===== src/rtl/cpu_pkg.sv =====
// Shared definitions for the CPU control path: opcode classes, sequencer
// state encoding, flag bit indices, address-mux encodings and the strobe bundle.
package cpu_pkg;

  // Opcode class, taken from opcode bits [7:4]. Classes 8..E are undefined.
  localparam logic [3:0] CLS_NOP = 4'h0;
  localparam logic [3:0] CLS_MOV = 4'h1;
  localparam logic [3:0] CLS_LDI = 4'h2;
  localparam logic [3:0] CLS_ALU = 4'h3;
  localparam logic [3:0] CLS_LD  = 4'h4;
  localparam logic [3:0] CLS_ST  = 4'h5;
  localparam logic [3:0] CLS_JMP = 4'h6;
  localparam logic [3:0] CLS_JCC = 4'h7;
  localparam logic [3:0] CLS_HLT = 4'hF;

  // Sequencer states; the eighth encoding is unused and recovers to FETCH.
  typedef enum logic [2:0] {
    ST_FETCH  = 3'd0,
    ST_DECODE = 3'd1,
    ST_OPND1  = 3'd2,
    ST_OPND2  = 3'd3,
    ST_EXEC1  = 3'd4,
    ST_EXEC2  = 3'd5,
    ST_HALT   = 3'd6
  } state_t;

  // Bit positions inside latch_flags {N,C,Z}; a Jcc rs field of 3 selects none.
  localparam logic [1:0] FLAG_Z = 2'd0;
  localparam logic [1:0] FLAG_C = 2'd1;
  localparam logic [1:0] FLAG_N = 2'd2;

  // Memory address source.
  localparam logic ADDR_PC  = 1'b0;
  localparam logic ADDR_MAR = 1'b1;

  // Every strobe the sequencer drives, bundled so it can be cleared in one go.
  typedef struct packed {
    logic       pc_inc;
    logic       pc_load;
    logic       reg_load;
    logic       reg_enable;
    logic [1:0] reg_in_regselect;
    logic [1:0] reg_out_regselect;
    logic [1:0] reg_alu_regselect;
    logic [3:0] alu_operation;
    logic       latch_grab;
    logic       latch_store;
    logic       mar_high;
    logic       mar_low;
    logic       ir_high;
    logic       ir_low;
    logic       jr_high;
    logic       jr_low;
    logic       mem_rd;
    logic       mem_wr;
    logic       addr_sel;
    logic       halted;
  } ctrl_t;

  // True for the classes the sequencer knows how to execute.
  function automatic logic class_defined(input logic [3:0] cls);
    return (cls <= CLS_JCC) || (cls == CLS_HLT);
  endfunction

endpackage


===== src/rtl/control_decode.sv =====
// Combinational opcode field decode, shared with the disassembler and monitor.
module control_decode
  import cpu_pkg::*;
(
  input  logic [7:0] opcode,
  output logic [3:0] op_class,
  output logic [1:0] rd,
  output logic [1:0] rs,
  output logic [1:0] flag_sel,
  output logic       flag_valid,
  output logic       defined
);

  assign op_class   = opcode[7:4];
  assign rd         = opcode[3:2];
  assign rs         = opcode[1:0];
  // Jcc reuses the rs field as the flag index; index 3 names no flag.
  assign flag_sel   = opcode[1:0];
  assign flag_valid = (opcode[1:0] != 2'd3);
  assign defined    = class_defined(opcode[7:4]);

endmodule


===== src/rtl/control_unit.sv =====
// Fetch/decode/execute sequencer for the 8-bit datapath.
module control_unit
  import cpu_pkg::*;
#(
  parameter bit HALT_ON_ILLEGAL = 1'b0
) (
  input  logic        clock,
  input  logic        reset,
  input  logic [15:0] ir_out,
  input  logic [2:0]  latch_flags,
  input  logic        mem_ready,
  output logic        pc_inc,
  output logic        pc_load,
  output logic        reg_load,
  output logic        reg_enable,
  output logic [1:0]  reg_in_regselect,
  output logic [1:0]  reg_out_regselect,
  output logic [1:0]  reg_alu_regselect,
  output logic [3:0]  alu_operation,
  output logic        latch_grab,
  output logic        latch_store,
  output logic        mar_high,
  output logic        mar_low,
  output logic        ir_high,
  output logic        ir_low,
  output logic        jr_high,
  output logic        jr_low,
  output logic        mem_rd,
  output logic        mem_wr,
  output logic        addr_sel,
  output logic        halted
);

  state_t     state, state_next;
  ctrl_t      ctrl, ctrl_out;
  logic [3:0] op_class;
  logic [1:0] rd, rs, flag_sel;
  logic       flag_valid, op_defined, jcc_take;
  logic       unused_op_hi;

  // The sequencer only interprets the low nibble of the ALU-op byte.
  assign unused_op_hi = ^ir_out[7:4];

  control_decode u_decode (
    .opcode     (ir_out[15:8]),
    .op_class   (op_class),
    .rd         (rd),
    .rs         (rs),
    .flag_sel   (flag_sel),
    .flag_valid (flag_valid),
    .defined    (op_defined)
  );

  // Select the flag tested by a conditional jump.
  always_comb begin
    jcc_take = 1'b0;
    if (flag_valid) begin
      case (flag_sel)
        FLAG_Z:  jcc_take = latch_flags[FLAG_Z];
        FLAG_C:  jcc_take = latch_flags[FLAG_C];
        FLAG_N:  jcc_take = latch_flags[FLAG_N];
        default: jcc_take = 1'b0;
      endcase
    end
  end

  // State register; reset abandons any instruction and restarts at FETCH.
  // NOTE: sequential state uses <= so every flop samples pre-edge values.
  always_ff @(posedge clock or negedge reset) begin
    if (!reset) state <= ST_FETCH;
    else        state <= state_next;
  end

  // Next-state and strobe generation from state, opcode and mem_ready.
  // NOTE: every output gets a default first so no path infers a latch.
  always_comb begin
    ctrl       = '0;
    state_next = state;
    case (state)
      ST_FETCH: begin
        ctrl.mem_rd   = 1'b1;
        ctrl.addr_sel = ADDR_PC;
        if (mem_ready) begin
          ctrl.ir_high = 1'b1;
          ctrl.pc_inc  = 1'b1;
          state_next   = ST_DECODE;
        end
      end
      ST_DECODE: begin
        if (!op_defined) begin
          state_next = HALT_ON_ILLEGAL ? ST_HALT : ST_FETCH;
        end else begin
          case (op_class)
            CLS_NOP: state_next = ST_FETCH;
            CLS_MOV: state_next = ST_EXEC1;
            CLS_HLT: state_next = ST_HALT;
            default: state_next = ST_OPND1;
          endcase
        end
      end
      ST_OPND1: begin
        ctrl.mem_rd   = 1'b1;
        ctrl.addr_sel = ADDR_PC;
        if (mem_ready) begin
          ctrl.pc_inc = 1'b1;
          case (op_class)
            CLS_LDI: begin
              ctrl.reg_load         = 1'b1;
              ctrl.reg_in_regselect = rd;
              state_next            = ST_FETCH;
            end
            CLS_ALU: begin
              ctrl.ir_low = 1'b1;
              state_next  = ST_EXEC1;
            end
            CLS_LD, CLS_ST: begin
              ctrl.mar_high = 1'b1;
              state_next    = ST_OPND2;
            end
            CLS_JMP, CLS_JCC: begin
              ctrl.jr_high = 1'b1;
              state_next   = ST_OPND2;
            end
            default: state_next = ST_FETCH;
          endcase
        end
      end
      ST_OPND2: begin
        ctrl.mem_rd   = 1'b1;
        ctrl.addr_sel = ADDR_PC;
        if (mem_ready) begin
          ctrl.pc_inc  = 1'b1;
          ctrl.mar_low = (op_class == CLS_LD) || (op_class == CLS_ST);
          ctrl.jr_low  = (op_class == CLS_JMP) || (op_class == CLS_JCC);
          state_next   = ST_EXEC1;
        end
      end
      ST_EXEC1: begin
        state_next = ST_FETCH;
        case (op_class)
          CLS_MOV: begin
            ctrl.reg_enable        = 1'b1;
            ctrl.reg_out_regselect = rs;
            ctrl.reg_load          = 1'b1;
            ctrl.reg_in_regselect  = rd;
          end
          CLS_ALU: begin
            ctrl.alu_operation     = ir_out[3:0];
            ctrl.reg_alu_regselect = rs;
            ctrl.reg_enable        = 1'b1;
            ctrl.reg_out_regselect = rd;
            ctrl.latch_grab        = 1'b1;
            state_next             = ST_EXEC2;
          end
          CLS_LD: begin
            ctrl.mem_rd           = 1'b1;
            ctrl.addr_sel         = ADDR_MAR;
            ctrl.reg_in_regselect = rd;
            ctrl.reg_load         = mem_ready;
            if (!mem_ready) state_next = ST_EXEC1;
          end
          CLS_ST: begin
            ctrl.mem_wr            = 1'b1;
            ctrl.addr_sel          = ADDR_MAR;
            ctrl.reg_enable        = 1'b1;
            ctrl.reg_out_regselect = rs;
            if (!mem_ready) state_next = ST_EXEC1;
          end
          CLS_JMP: ctrl.pc_load = 1'b1;
          CLS_JCC: ctrl.pc_load = jcc_take;
          default: ;
        endcase
      end
      ST_EXEC2: begin
        ctrl.alu_operation    = ir_out[3:0];
        ctrl.latch_store      = 1'b1;
        ctrl.reg_load         = 1'b1;
        ctrl.reg_in_regselect = rd;
        state_next            = ST_FETCH;
      end
      ST_HALT: ctrl.halted = 1'b1;
      default: state_next = ST_FETCH;
    endcase
  end

  // While reset is held every strobe, including the FETCH read, is forced low.
  assign ctrl_out = reset ? ctrl : '0;

  assign pc_inc            = ctrl_out.pc_inc;
  assign pc_load           = ctrl_out.pc_load;
  assign reg_load          = ctrl_out.reg_load;
  assign reg_enable        = ctrl_out.reg_enable;
  assign reg_in_regselect  = ctrl_out.reg_in_regselect;
  assign reg_out_regselect = ctrl_out.reg_out_regselect;
  assign reg_alu_regselect = ctrl_out.reg_alu_regselect;
  assign alu_operation     = ctrl_out.alu_operation;
  assign latch_grab        = ctrl_out.latch_grab;
  assign latch_store       = ctrl_out.latch_store;
  assign mar_high          = ctrl_out.mar_high;
  assign mar_low           = ctrl_out.mar_low;
  assign ir_high           = ctrl_out.ir_high;
  assign ir_low            = ctrl_out.ir_low;
  assign jr_high           = ctrl_out.jr_high;
  assign jr_low            = ctrl_out.jr_low;
  assign mem_rd            = ctrl_out.mem_rd;
  assign mem_wr            = ctrl_out.mem_wr;
  assign addr_sel          = ctrl_out.addr_sel;
  assign halted            = ctrl_out.halted;

endmodule

===== config.mk =====
export PLATFORM = sky130hd
export DESIGN_NAME = control_unit
export DESIGN_NICKNAME = d
export VERILOG_FILES = /design/src/rtl/cpu_pkg.sv /design/src/rtl/control_decode.sv /design/src/rtl/control_unit.sv
export SDC_FILE = /design/constraint.sdc
export NUM_CORES = 1
export LEC_CHECK = 0
export BUFFER_PORTS_ARGS = -buffer_cell sky130_fd_sc_hd__buf_2
export CAP_MARGIN = 10
export CORE_ASPECT_RATIO = 0.75
export CORE_MARGIN = 1
export CORE_UTILIZATION = 34
export CTS_CLUSTER_DIAMETER = 30
export DETAILED_ROUTE_END_ITERATION = 7
export PLACE_DENSITY = 0.7
export SYNTH_ARGS = -nofsm -noshare
export SYNTH_HDL_FRONTEND = slang
export SYNTH_HIERARCHICAL = 1
export SYNTH_SLANG_ARGS = --single-unit
export TNS_END_PERCENT = 100

===== constraint.sdc =====
create_clock -name clock -period 1.4 [get_ports clock]
set_input_delay 0.14 -clock clock [delete_from_list [all_inputs] [get_ports clock]]
set_output_delay 0.14 -clock clock [all_outputs]
set_load 0.05 [all_outputs]

# --- Word-level counts from Yosys, hierarchy flattened ---
# Cells that the tools add are included.
op_classes:
  magnitude_cmp: 1
  n_eq_ne: 20
  muxes: 50
  n_bitwise: 1
  n_reduce_logical: 14
op_table:
  columns: ["operator", "n"]
  rows:
  - ["two-way mux 26 bit", 1]
  - ["two-way mux 1 bit", 25]
  - ["one-hot mux 3 bit (6 select lines)", 1]
  - ["equality test 4 x 3 -> 1 bit (second input constant)", 4]
  - ["two-way mux 3 bit", 5]
  - ["one-hot mux 3 bit (2 select lines)", 2]
  - ["two-way mux 2 bit", 5]
  - ["equality test 3 bit (second input constant)", 3]
  - ["one-hot mux 3 bit (3 select lines)", 1]
  - ["equality test 4 x 2 -> 1 bit (second input constant)", 2]
  - ["inequality test 2 bit (second input constant)", 4]
  - ["one-hot mux 4 bit (2 select lines)", 1]
  - ["OR reduction 2 bit", 4]
  - ["two-way mux 7 bit", 1]
  - ["equality test 3 x 2 -> 1 bit (second input constant)", 2]
  - ["one-hot mux 1 bit (2 select lines)", 3]
  - ["one-hot mux 1 bit (3 select lines)", 2]
  - ["one-hot mux 2 bit (3 select lines)", 1]
  - ["OR reduction 3 bit", 2]
  - ["equality test 4 x 1 -> 1 bit (second input constant)", 1]
  - ["equality test 4 bit (second input constant)", 1]
  - ["less-or-equal comparator 4 x 3 -> 1 bit (second input constant)", 1]
  - ["logical NOT 4 bit", 1]
  - ["two-way mux 4 bit", 1]
  - ["10 further kinds", 12]
word_totals:
  regBits: 3
  input_bits: 22
  output_inout_bits: 26
  word_cells: 87

# --- Depth between registers and ports, before layout ---
# Gate-level depths: netlist of the first run.
depth:
  word_depth: 6
  depth_mapped: 6
  depth_no_buf: 6

# --- Modules after synthesis ---
# Netlist of the first run, hierarchy kept.
modules_own_cells:
  columns: ["module", "instances", "cells_per_inst", "area_each_um2", "seq_area_each_um2"]
  rows:
  - ["control_unit", 1, 90, 556.8, 75.1]
  - ["control_decode", 1, 13, 87.6, 0.0]

# --- Least setup slack after synthesis of the first run ---
# Ideal clock, no wire load.
synth_timing:
  path_type: "register -> output"
  from: "register state[2]"
  to: "output reg_alu_regselect[0]"
  arrival_time_ns: 2.154
  t_required_ns: 1.260
  setup_slack_ns: -0.894
  path_stages_with_launch: 6
  path_buffers: 1
  cell_sequence: "dfrtp_1 clkbuf_1 and2b_1 nand2_1 nor2_1 and2_1"
synth_between:
  elab_chain_len: 3
synth_rtl:
  columns: ["item", "line", "text"]
  rows:
  - ["start, declared", "control_unit.sv:34", "state_t state, state_next;"]
  - ["start signal, assigned", "control_unit.sv:71", "else state <= state_next;"]
  - ["equality test 3 bit", "control_unit.sv:79", "case (state)"]
  - ["two-way mux 4 bit", "control_unit.sv:79", null]
  - ["two-way mux 26 bit", "control_unit.sv:187", "assign ctrl_out = reset ? ctrl : '0;"]
  - ["end, declared", "control_unit.sv:18", "output logic [1:0] reg_alu_regselect,"]
# No other way between the ends.

# --- Worst setup path in the final report of the first run ---
layout_timing:
  from: "register state[1]"
  to: "output alu_operation[2]"
layout_between:
  elab_chain_len: 3
  word_cells_on_any_way: 4
  classes_between: "2 x eq/ne; 2 x mux"
layout_rtl:
  columns: ["item", "line", "text"]
  rows:
  - ["equality test 3 bit", "control_unit.sv:79", null]
  - ["one-hot mux 4 bit (2 select lines) *", "control_unit.sv:79", null]
  - ["two-way mux 26 bit *", "control_unit.sv:187", null]
  - ["end, declared", "control_unit.sv:19", "output logic [3:0] alu_operation,"]
# Mark *: on every way between the ends. The rest lies on a longest branch, timed or not.

==> metrics.cfg, run 1 <==
[status]
status=complete, but fails checks
failed_checks=negative setup slack

[place]
dp_hpwl_mm=1.69
io_buffers=43
routabilityCongestion=0.907
dpl_cell_area_sq_mm=0.00108

[cts]
cts_htree_levels=1
cts_made_buffers=3
cts_tree=done
clk_pin_slew_ns=0.04
cts-root-buf=clkbuf_4
clock_latency_ns=0.25
cts_sinks=3
clockBufferDepth=2

[setup_path]
critPathLaunch=state[1]
cp_slowest_stage_delay_ns=0.41
cp_cell_sequence=and2b_4 -> nand2_4 -> a21oi_4 -> and2_4 -> buf_8
end_kind=output port
cp.arrival_ns=1.63
critPathLaunchType=register
reg2reg_from=state[0]
crit_slowest_cell=dfrtp_1
cp_max_fo=6
required_ns=1.26
worstSetupPathType=register to output port

[timing]
max_freq_mhz=565
timing.final.crit_share_pct=127
skew_ns=0.0116
rsz0062_at_grt=yes
drv_slew=0
hold_viol=0
period_needed_ns=1.77
slew_headroom_pct=78.4
setup_ws_ns=-0.371
worst_slew_pin_slew_ns=0.323
setup_viol=26

[cells_and_area]
largest_reg_flops=3
fin_util_pct=84.5
layout_common_cells=buf_6 (25), buf_2 (17), buf_4 (17)
regMostFlops=state
layout_commonest_cell=buf_6
fin_nets=183
nFillCells=102
syn_to_final_growth_pct=130
layout-drive-gt1-share_pct=70.6
diodes=0
final_area_sq_mm=0.00148
reg.largest.list=state x3

[logic_synthesis]
netlist_area_sq_um=644
seq_area_frac_synth_pct=11.7
synth_cells=103
synth_nets=125
synth_cell_types=30
avgSynthCellArea_sq_um=6.26
ys_warn_count=6
synth_seq_cells=3

[power]
p_total_w=0.00177
power_leakage_nw=0.640
vdd_ir_drop_max_mv=1.07
power.density_mw_per_mm2=1190

[global_routing]
grt_pass1_wl_mm=4.27
grt_max_degree=10
antenna_found_initial=0
gr-total-overflow=0
grt_usage_pct=28.9
grt_pass1_vias=917

[routing]
vias=1085
drc=0
drtIter0Drc=53
viasPerCell=5.96
ant_nets=0
firstDrtPassIters=4
wl_per_cell_microns=19.7
wl_mm=3.58

[floorplan]
start_util_pct=36.7
core-area_sq_mm=0.00176
io_pins=48
die_y_microns=39.7
die_w_microns=52.3
dieArea_sq_mm=0.00208
rows=13

[job]
cap_violations=0

[worst_hold_path]
min_from=ir_out[14]
hold_path.class=primary input to register

## synthesized netlist by cell type
library cell / instances / area share, %
a22oi_1: 1 / 1.2
nor2_1: 18 / 10
and2b_1: 1 / 1.2
buf_4: 10 / 12
o22ai_1: 1 / 0.97
o21ai_0: 6 / 4.7
or3b_4: 1 / 1.7
nand2_1: 11 / 6.4
and3b_1: 1 / 1.4
a21o_1: 1 / 1.2
a32oi_1: 3 / 4.1
nand3_1: 4 / 3.1
mux2i_1: 1 / 1.6
clkbuf_1: 4 / 2.3
and2_1: 7 / 6.8
and4_1: 1 / 1.4
a21oi_1: 5 / 3.9
nand2b_1: 3 / 2.9
and3_1: 3 / 2.9
xor2_1: 1 / 1.4
a211oi_1: 3 / 3.5
nand3b_1: 2 / 2.3
dfrtp_1: 3 / 12
o31ai_1: 1 / 1.2
a32o_1: 1 / 1.6
inv_1: 4 / 2.3
nor2b_1: 1 / 0.97
or3_1: 3 / 2.9
nor3b_1: 1 / 1.2
o311ai_1: 1 / 1.4
## where the power goes
group | internal (W) | leakage (nW) | switching, W
combinational | 0.000604 | 0.587 | 0.000812
sequential | 0.000131 | 0.0386 | 0.0000493
clock | 0.000108 | 0.0150 | 0.0000630
## critical path, delay by kind of cell, from the launching register on
| family | cells | cell delay, ns |
|---|---|---|
| AO/OA/AOI/OAI | 1 | 0.20 |
| buffers and inverters | 1 | 0.14 |
| flip-flops | 1 | 0.41 |
| AND/OR/NAND/NOR | 3 | 0.63 |
## cell type report
cell class | instances | area [sq um] | area share, %
Clock buffer | 4 | 26.3 | 1.77
Inverter | 4 | 15.0 | 1.01
Multi-Input combinational cell | 82 | 731 | 49.2
Sequential cell | 3 | 75.1 | 5.06
Tap cell | 22 | 27.5 | 1.85
Timing Repair Buffer | 67 | 609 | 41.1
## layer usage
| metal | vias up | GRT usage (%) | share of wire [%] |
|---|---|---|---|
| li1 | 462 | - | - |
| met1 | 514 | 37.8 | 39 |
| met2 | 91 | 51.0 | 46 |
| met3 | 18 | 3.49 | 12 |
| met4 | 0 | 5.92 | 2.6 |
| met5 | - | 0 | 0 |
## stage by stage
stage / setup TNS (ns) / cells / hold slack [ns] / setup WS, ns
final: -6.00 / 182 / 0.353 / -0.371
after floorplan: -0.835 / 103 / -0.156 / -0.136
after CTS: -3.31 / 181 / 0.350 / -0.207
after detailed placement: -1.24 / 173 / 0.0610 / -0.152
after global routing: -6.61 / 182 / 0.394 / -0.370
after global placement: -0.931 / 173 / 0.0568 / -0.116
## worst paths after layout
check / to / slack (ns) / cells past startpoint
max in group asynchronous: state[2] / 0.72 / 3
max reg2reg: state[2] / 0.07 / 6
min: state[1] / 0.35 / 4
max: alu_operation[2] / -0.37 / 5
min in group asynchronous: state[0] / 0.50 / 3
min reg2reg: state[1] / 0.65 / 2
## logic make-up (layout without fill, tap and decap cells)
logic type | count (synthesis) | in the layout | share of synthesized area (%)
buffers and inverters | 18 | 75 | 16.3
XOR/XNOR | 1 | 1 | 1.36
flip-flops | 3 | 3 | 11.7
multiplexers | 1 | 1 | 1.55
AND/OR/NAND/NOR | 57 | 57 | 45.6
AO/OA/AOI/OAI | 23 | 23 | 23.5
## what timing repair did
item | 4_1_cts | 5_1_grt
endpoints found under the setup margin | 26 | 27
pin swaps | 11 | 8
cloned | 0 | 0
hold buffers | 1 | 0
gates resized for setup | 84 | 12
hold endpoints to repair | 3 | 0
setup buffers | 3 | 1
Power figures use the tool's default switching activity.
==> run 2, diff against run 1 <==
--- a/config.mk
+++ b/config.mk
@@ -12,7 +12,7 @@
 export CORE_UTILIZATION = 34
 export CTS_CLUSTER_DIAMETER = 30
 export DETAILED_ROUTE_END_ITERATION = 7
-export PLACE_DENSITY = 0.7
+export PLACE_DENSITY_LB_ADDON = 0.25
 export SYNTH_ARGS = -nofsm -noshare
 export SYNTH_HDL_FRONTEND = slang
 export SYNTH_HIERARCHICAL = 1
==> constraint.sdc (replaced) <==
create_clock -name clock -period 2 [get_ports clock]
set_input_delay 0.2 -clock clock [delete_from_list [all_inputs] [get_ports clock]]
set_output_delay 0.2 -clock clock [all_outputs]
set_load 0.05 [all_outputs]
==> run 2 against run 1 <==
  * Critical path depth did not move
  * Largest cell class unchanged
  * Setup slack improved by 0.54 ns
  * Non-clock buffer count fell by 21
  * The run now ends clean
  * Global-route usage fell by 12 points
  * Utilization fell by 35 points
  * Critical endpoint is now reg_alu_regselect[1]
  * Sequential share of layout area rose by 3.7 points
  * Via count fell by 22%
==> metrics.cfg, run 2 (synthesized netlist as in run 1, its figures left out) <==
[power]
power.density_mw_per_mm2=843
power_leakage_nw=0.457
p_total_w=0.000731
vdd_ir_drop_max_mv=0.473

[routing]
firstDrtPassIters=4
drtIter0Drc=29
vias=844
ant_nets=0
wl_per_cell_microns=11.4
drc=0
viasPerCell=5.24
wl_mm=1.84

[global_routing]
grt_max_degree=14
grt_usage_pct=17.2
grt_pass1_vias=622
antenna_found_initial=0
grt_pass1_wl_mm=2.66
gr-total-overflow=0

[floorplan]
core-area_sq_mm=0.00176
die_w_microns=52.3
start_util_pct=36.7
die_y_microns=39.7
dieArea_sq_mm=0.00208
io_pins=48
rows=13

[cells_and_area]
syn_to_final_growth_pct=34.6
largest_reg_flops=3
layout_common_cells=buf_2 (43), nor2_1 (16), nand2_1 (10)
nFillCells=204
layout_commonest_cell=buf_2
diodes=0
fin_nets=162
multi_input_area_sq_um=482
regMostFlops=state
reg.largest.list=state x3
layout-drive-gt1-share_pct=39.6
seqCellArea_sq_um=76.3
final_area_sq_um=867

[timing]
setup_tns_ns=0
max_freq_mhz=546
timing.final.crit_share_pct=91.5
setup_viol=0
slew_headroom_pct=78.4
hold_viol=0
drv_slew=0
worst_slew_pin_slew_ns=0.323
period_needed_ns=1.83
rsz0062_at_grt=no
skew_ns=0.00500

[setup_path]
cp.arrival_ns=1.63
cp_top_family=simple AND/OR/NAND/NOR gates
critical_path_buf_inv_count=1
cp_slowest_stage_delay_ns=0.39
end_kind=output port
cp_max_fo=6
required_ns=1.80
critPathLaunchType=register
cp_cell_sequence=and2b_1 -> nand2_2 -> nor2_2 -> and2_1 -> buf_2
worstSetupPathType=register to output port
crit_slowest_cell=dfrtp_1

[place]
dpl_cell_area_sq_um=827
dp_hpwl_mm=1.47
io_buffers=43
routabilityCongestion=0.787

[cts]
clock_latency_ns=0.23
clk_pin_slew_ns=0.03
cts_tree=done
cts-root-buf=clkbuf_4
cts_htree_levels=1
clockBufferDepth=2
cts_sinks=3
cts_made_buffers=3

[job]
cap_violations=0

[worst_hold_path]
hold_path.class=primary input to register

[status]
status=complete, no violations

==> run 2: changes by cell type in the layout (fill, tap and decap cells not counted), sizes merged <==
cell  delta
buf     -21
==> run 2: path summary, 6_finish.rpt <==
check                            from  slack [ns]  cells past startpoint                   end
max in group asynchronous       reset        1.42                      2              state[2]
min reg2reg                  state[2]        0.57                      1              state[2]
min                        ir_out[14]        0.39                      3              state[1]
max                          state[1]        0.17                      5  reg_alu_regselect[1]
min in group asynchronous       reset        0.42                      2              state[0]
max reg2reg                  state[2]        0.76                      4              state[2]
==> run 2: final cells by class <==
cell class,count,share of cell area [%]
clock buffers,4,3.03
inverters,4,1.73
multi-input cells,82,55.6
flip-flops and latches,3,8.80
well taps,22,3.17
repair buffers,46,27.7
==> run 2: where the power goes <==
group	leakage (nW)	internal (W)	total [W]	switching [W]
clock	0.0150	0.0000747	0.000105	0.0000301
sequential	0.0371	0.0000936	0.000128	0.0000344
combinational	0.405	0.000168	0.000498	0.000330
total	0.457	0.000336	0.000731	0.000395
==> run 2: layer usage <==
layer,up-vias,routed length [microns],GRT usage [%]
met5,-,0,0
met4,0,0,5.92
met3,0,164,1.94
met2,39,830,28.8
met1,381,841,22.8
li1,424,-,-
==> run 2: per-stage QoR <==
stage                     setup WS (ns)  hold WS [ns]  cells  util (%)
final                             0.170         0.391    161      49.4
after detailed placement          0.282        0.0484    156      47.1
after global routing             0.0530         0.414    161      49.4
after CTS                        0.0471         0.385    161      49.1
after global placement            0.275        0.0486    156      47.1
after floorplan                  -0.131       -0.0956    103         -
==> run 2: tightest hold or removal path, stage by stage <==
cell and delay, ns:
buf_2 0.16, a211oi_1 0.09, a21oi_1 0.12
==> run 2: what timing repair did <==
action,CTS,global route
endpoints found under the setup margin,0,7
hold endpoints to repair,3,0
hold buffers,1,0
resized for setup,0,2
buffers inserted,0,0
==> run 3, diff against run 2 <==
--- a/config.mk
+++ b/config.mk
@@ -7,9 +7,8 @@
 export LEC_CHECK = 0
 export BUFFER_PORTS_ARGS = -buffer_cell sky130_fd_sc_hd__buf_2
 export CAP_MARGIN = 10
-export CORE_ASPECT_RATIO = 0.75
 export CORE_MARGIN = 1
-export CORE_UTILIZATION = 34
+export CORE_UTILIZATION = 42
 export CTS_CLUSTER_DIAMETER = 30
 export DETAILED_ROUTE_END_ITERATION = 7
 export PLACE_DENSITY_LB_ADDON = 0.25
==> constraint.sdc (replaced) <==
create_clock -name clock -period 2.4 [get_ports clock]
set_input_delay 0.24 -clock clock [delete_from_list [all_inputs] [get_ports clock]]
set_output_delay 0.24 -clock clock [all_outputs]
set_load 0.05 [all_outputs]
==> run 3 against run 2 <==
  * Setup slack gained 0.059 ns
  * Wire length shrank 7.6%
  * Final cell count down 5.6%
  * Hold slack got worse by 0.0040 ns
  * Flip-flop and latch count unchanged
  * Die area is 18% lower
  * Register-to-register slack improved by 0.32 ns
  * Largest power group unchanged
  * Highest routed layer unchanged
==> metrics.cfg, run 3 (synthesized netlist as in run 1, its figures left out) <==
[setup_path]
reg2reg_setup_slack_ns=1.08
end_kind=output port
cp_max_fo=11
r2r-end=state[2]
reg2reg_from=state[0]
worstSetupPathType=primary input to output port
critPathLaunchType=primary input
rr_worst_depth=4
required_ns=2.16
cp.arrival_ns=1.93

[timing]
hold_slack_ns=0.387
hold_viol=0
setup_viol=0
max_freq_mhz=461
rsz0062_at_grt=no
worst_slew_pin_slew_ns=0.360
skew_ns=0.000498
slew_headroom_pct=76.0
timing.final.crit_share_pct=90.4
period_needed_ns=2.17
setup_tns_ns=0
drv_slew=0

[place]
dp_hpwl_mm=1.30
dpl_cell_area_sq_um=788
placed_cells_incl_taps=147
io_buffers=43
routabilityCongestion=0.906

[cells_and_area]
layout_common_cells=buf_2 (43), nor2_1 (18), nand2_1 (11)
diodes=0
regMostFlops=state
reg.largest.list=state x3
syn_to_final_growth_pct=28.3
final_area_sq_um=827
layout_commonest_cell=buf_2
fin_nets=160
layoutNonFillerInstCount=152
layout-drive-gt1-share_pct=35.0
largest_reg_flops=3

[power]
power.density_mw_per_mm2=691
vdd_ir_drop_max_mv=0.463
intPower_w=0.000255
p_clk_share_pct=15.4
power_leakage_nw=0.447
seqPwrFrac_pct=25.2
p_total_w=0.000571
power.share.switching_pct=55.3
power.switching_w=0.000316
combinationalPowerShare_pct=59.5

[status]
status=complete, no violations

[routing]
vias=842
viasPerCell=5.54
met1_length_microns=777
drc=0
wl_met3_microns=148
firstDrtPassIters=4
wl_mm=1.70
ant_nets=0
wl_per_cell_microns=11.2
met2_length_microns=770
top_layer_used=met3
drtIter0Drc=28

[cts]
cts_made_buffers=3
cts-root-buf=clkbuf_4
cts_tree=done
clk_pin_slew_ns=0.04
cts_sinks=3
post_cts_buffers=0
clockBufferDepth=2
cts_htree_levels=1
clock_latency_ns=0.23

[global_routing]
grt_max_degree=14
grt_pass1_wl_mm=2.52
gr-total-overflow=0
grt_pass1_vias=612
grt_usage_pct=21.7
antenna_found_initial=0

[job]
cap_violations=0

[floorplan]
die_w_microns=41.2
core-area_sq_mm=0.00137
rows=13
io_pins=48
die_y_microns=41.2
start_util_pct=47.2
dieArea_sq_mm=0.00169

[worst_hold_path]
hold_path.class=primary input to async pin

## run 3: cell types whose count changed in the layout (fill, tap and decap cells not counted)
| cell | delta |
|---|---|
| nand2_1 | +1 |
| nand2_2 | -1 |
| nor3b_1 | +1 |
| nor2_2 | -2 |
| nor2b_2 | +1 |
| nor2b_1 | -1 |
| a211oi_1 | +1 |
| buf_4 | -2 |
| dfrtp_2 | -1 |
| a211oi_2 | -1 |
| dfrtp_1 | +1 |
| nor3b_2 | -1 |
| nor2_1 | +2 |
## run 3: timing repair
item | in CTS | in global routing
endpoints found under the hold margin | 3 | 0
hold buffers | 1 | 0
resized for setup | 0 | 1
endpoints found under the setup margin | 0 | 2
## run 3: layout make-up
class                           instances  area, sq um
Inverter                                4         15.0
Sequential cell                         3         75.1
Fill cell                             142          539
Timing Repair Buffer                   44          225
Multi-Input combinational cell         82          467
Clock buffer                            4         26.3
Tap cell                               15         18.8
## run 3: power by group through the flow
| stage | Sequential (W) | Clock, W | Combinational (W) |
|---|---|---|---|
| after floorplan | 0.0000863 | 0 | 0.000327 |
| after global placement | 0.000141 | 0 | 0.000331 |
| after detailed placement | 0.000141 | 0 | 0.000336 |
| after CTS | 0.000140 | 0.0000904 | 0.000338 |
| after global routing | 0.000151 | 0.0000981 | 0.000370 |
| final | 0.000144 | 0.0000877 | 0.000340 |
## run 3: how the worst max path moves through the flow
| stage | cells after the start | endpoint | start | slack [ns] |
|---|---|---|---|---|
| 2_1_floorplan | 5 | reg_alu_regselect[0] | state[2] | 0.006 |
| 3_3_place_gp | 5 | mem_rd | ir_out[14] | 0.60 |
| 3_5_place_dp | 5 | mem_rd | ir_out[14] | 0.60 |
| 4_1_cts | 7 | reg_alu_regselect[1] | reset | 0.17 |
| 5_1_grt | 7 | reg_alu_regselect[1] | reset | 0.05 |
| 6_report | 7 | reg_alu_regselect[1] | reset | 0.23 |
## run 3: worst max-delay path: stages
cell and delay [ns]:
dlygate4sd3_1 0.52, buf_2 0.22, nor2b_2 0.23, nand2_1 0.16
nor2_1 0.17, and2_1 0.13, buf_2 0.25
## run 3: through the flow
step / util [%] / setup slack, ns
finish: 60.5 / 0.229
global route: 60.5 / 0.0538
CTS: 60.3 / 0.171
detailed placement: 57.7 / 0.602
global placement: 57.7 / 0.603
floorplan: - / 0.00637
## run 3: per-layer routing
layer,track usage (%),up-vias
li1,-,416
met1,28.8,382
met2,36.3,44
met3,6.52,0
met4,0,0
met5,0,-
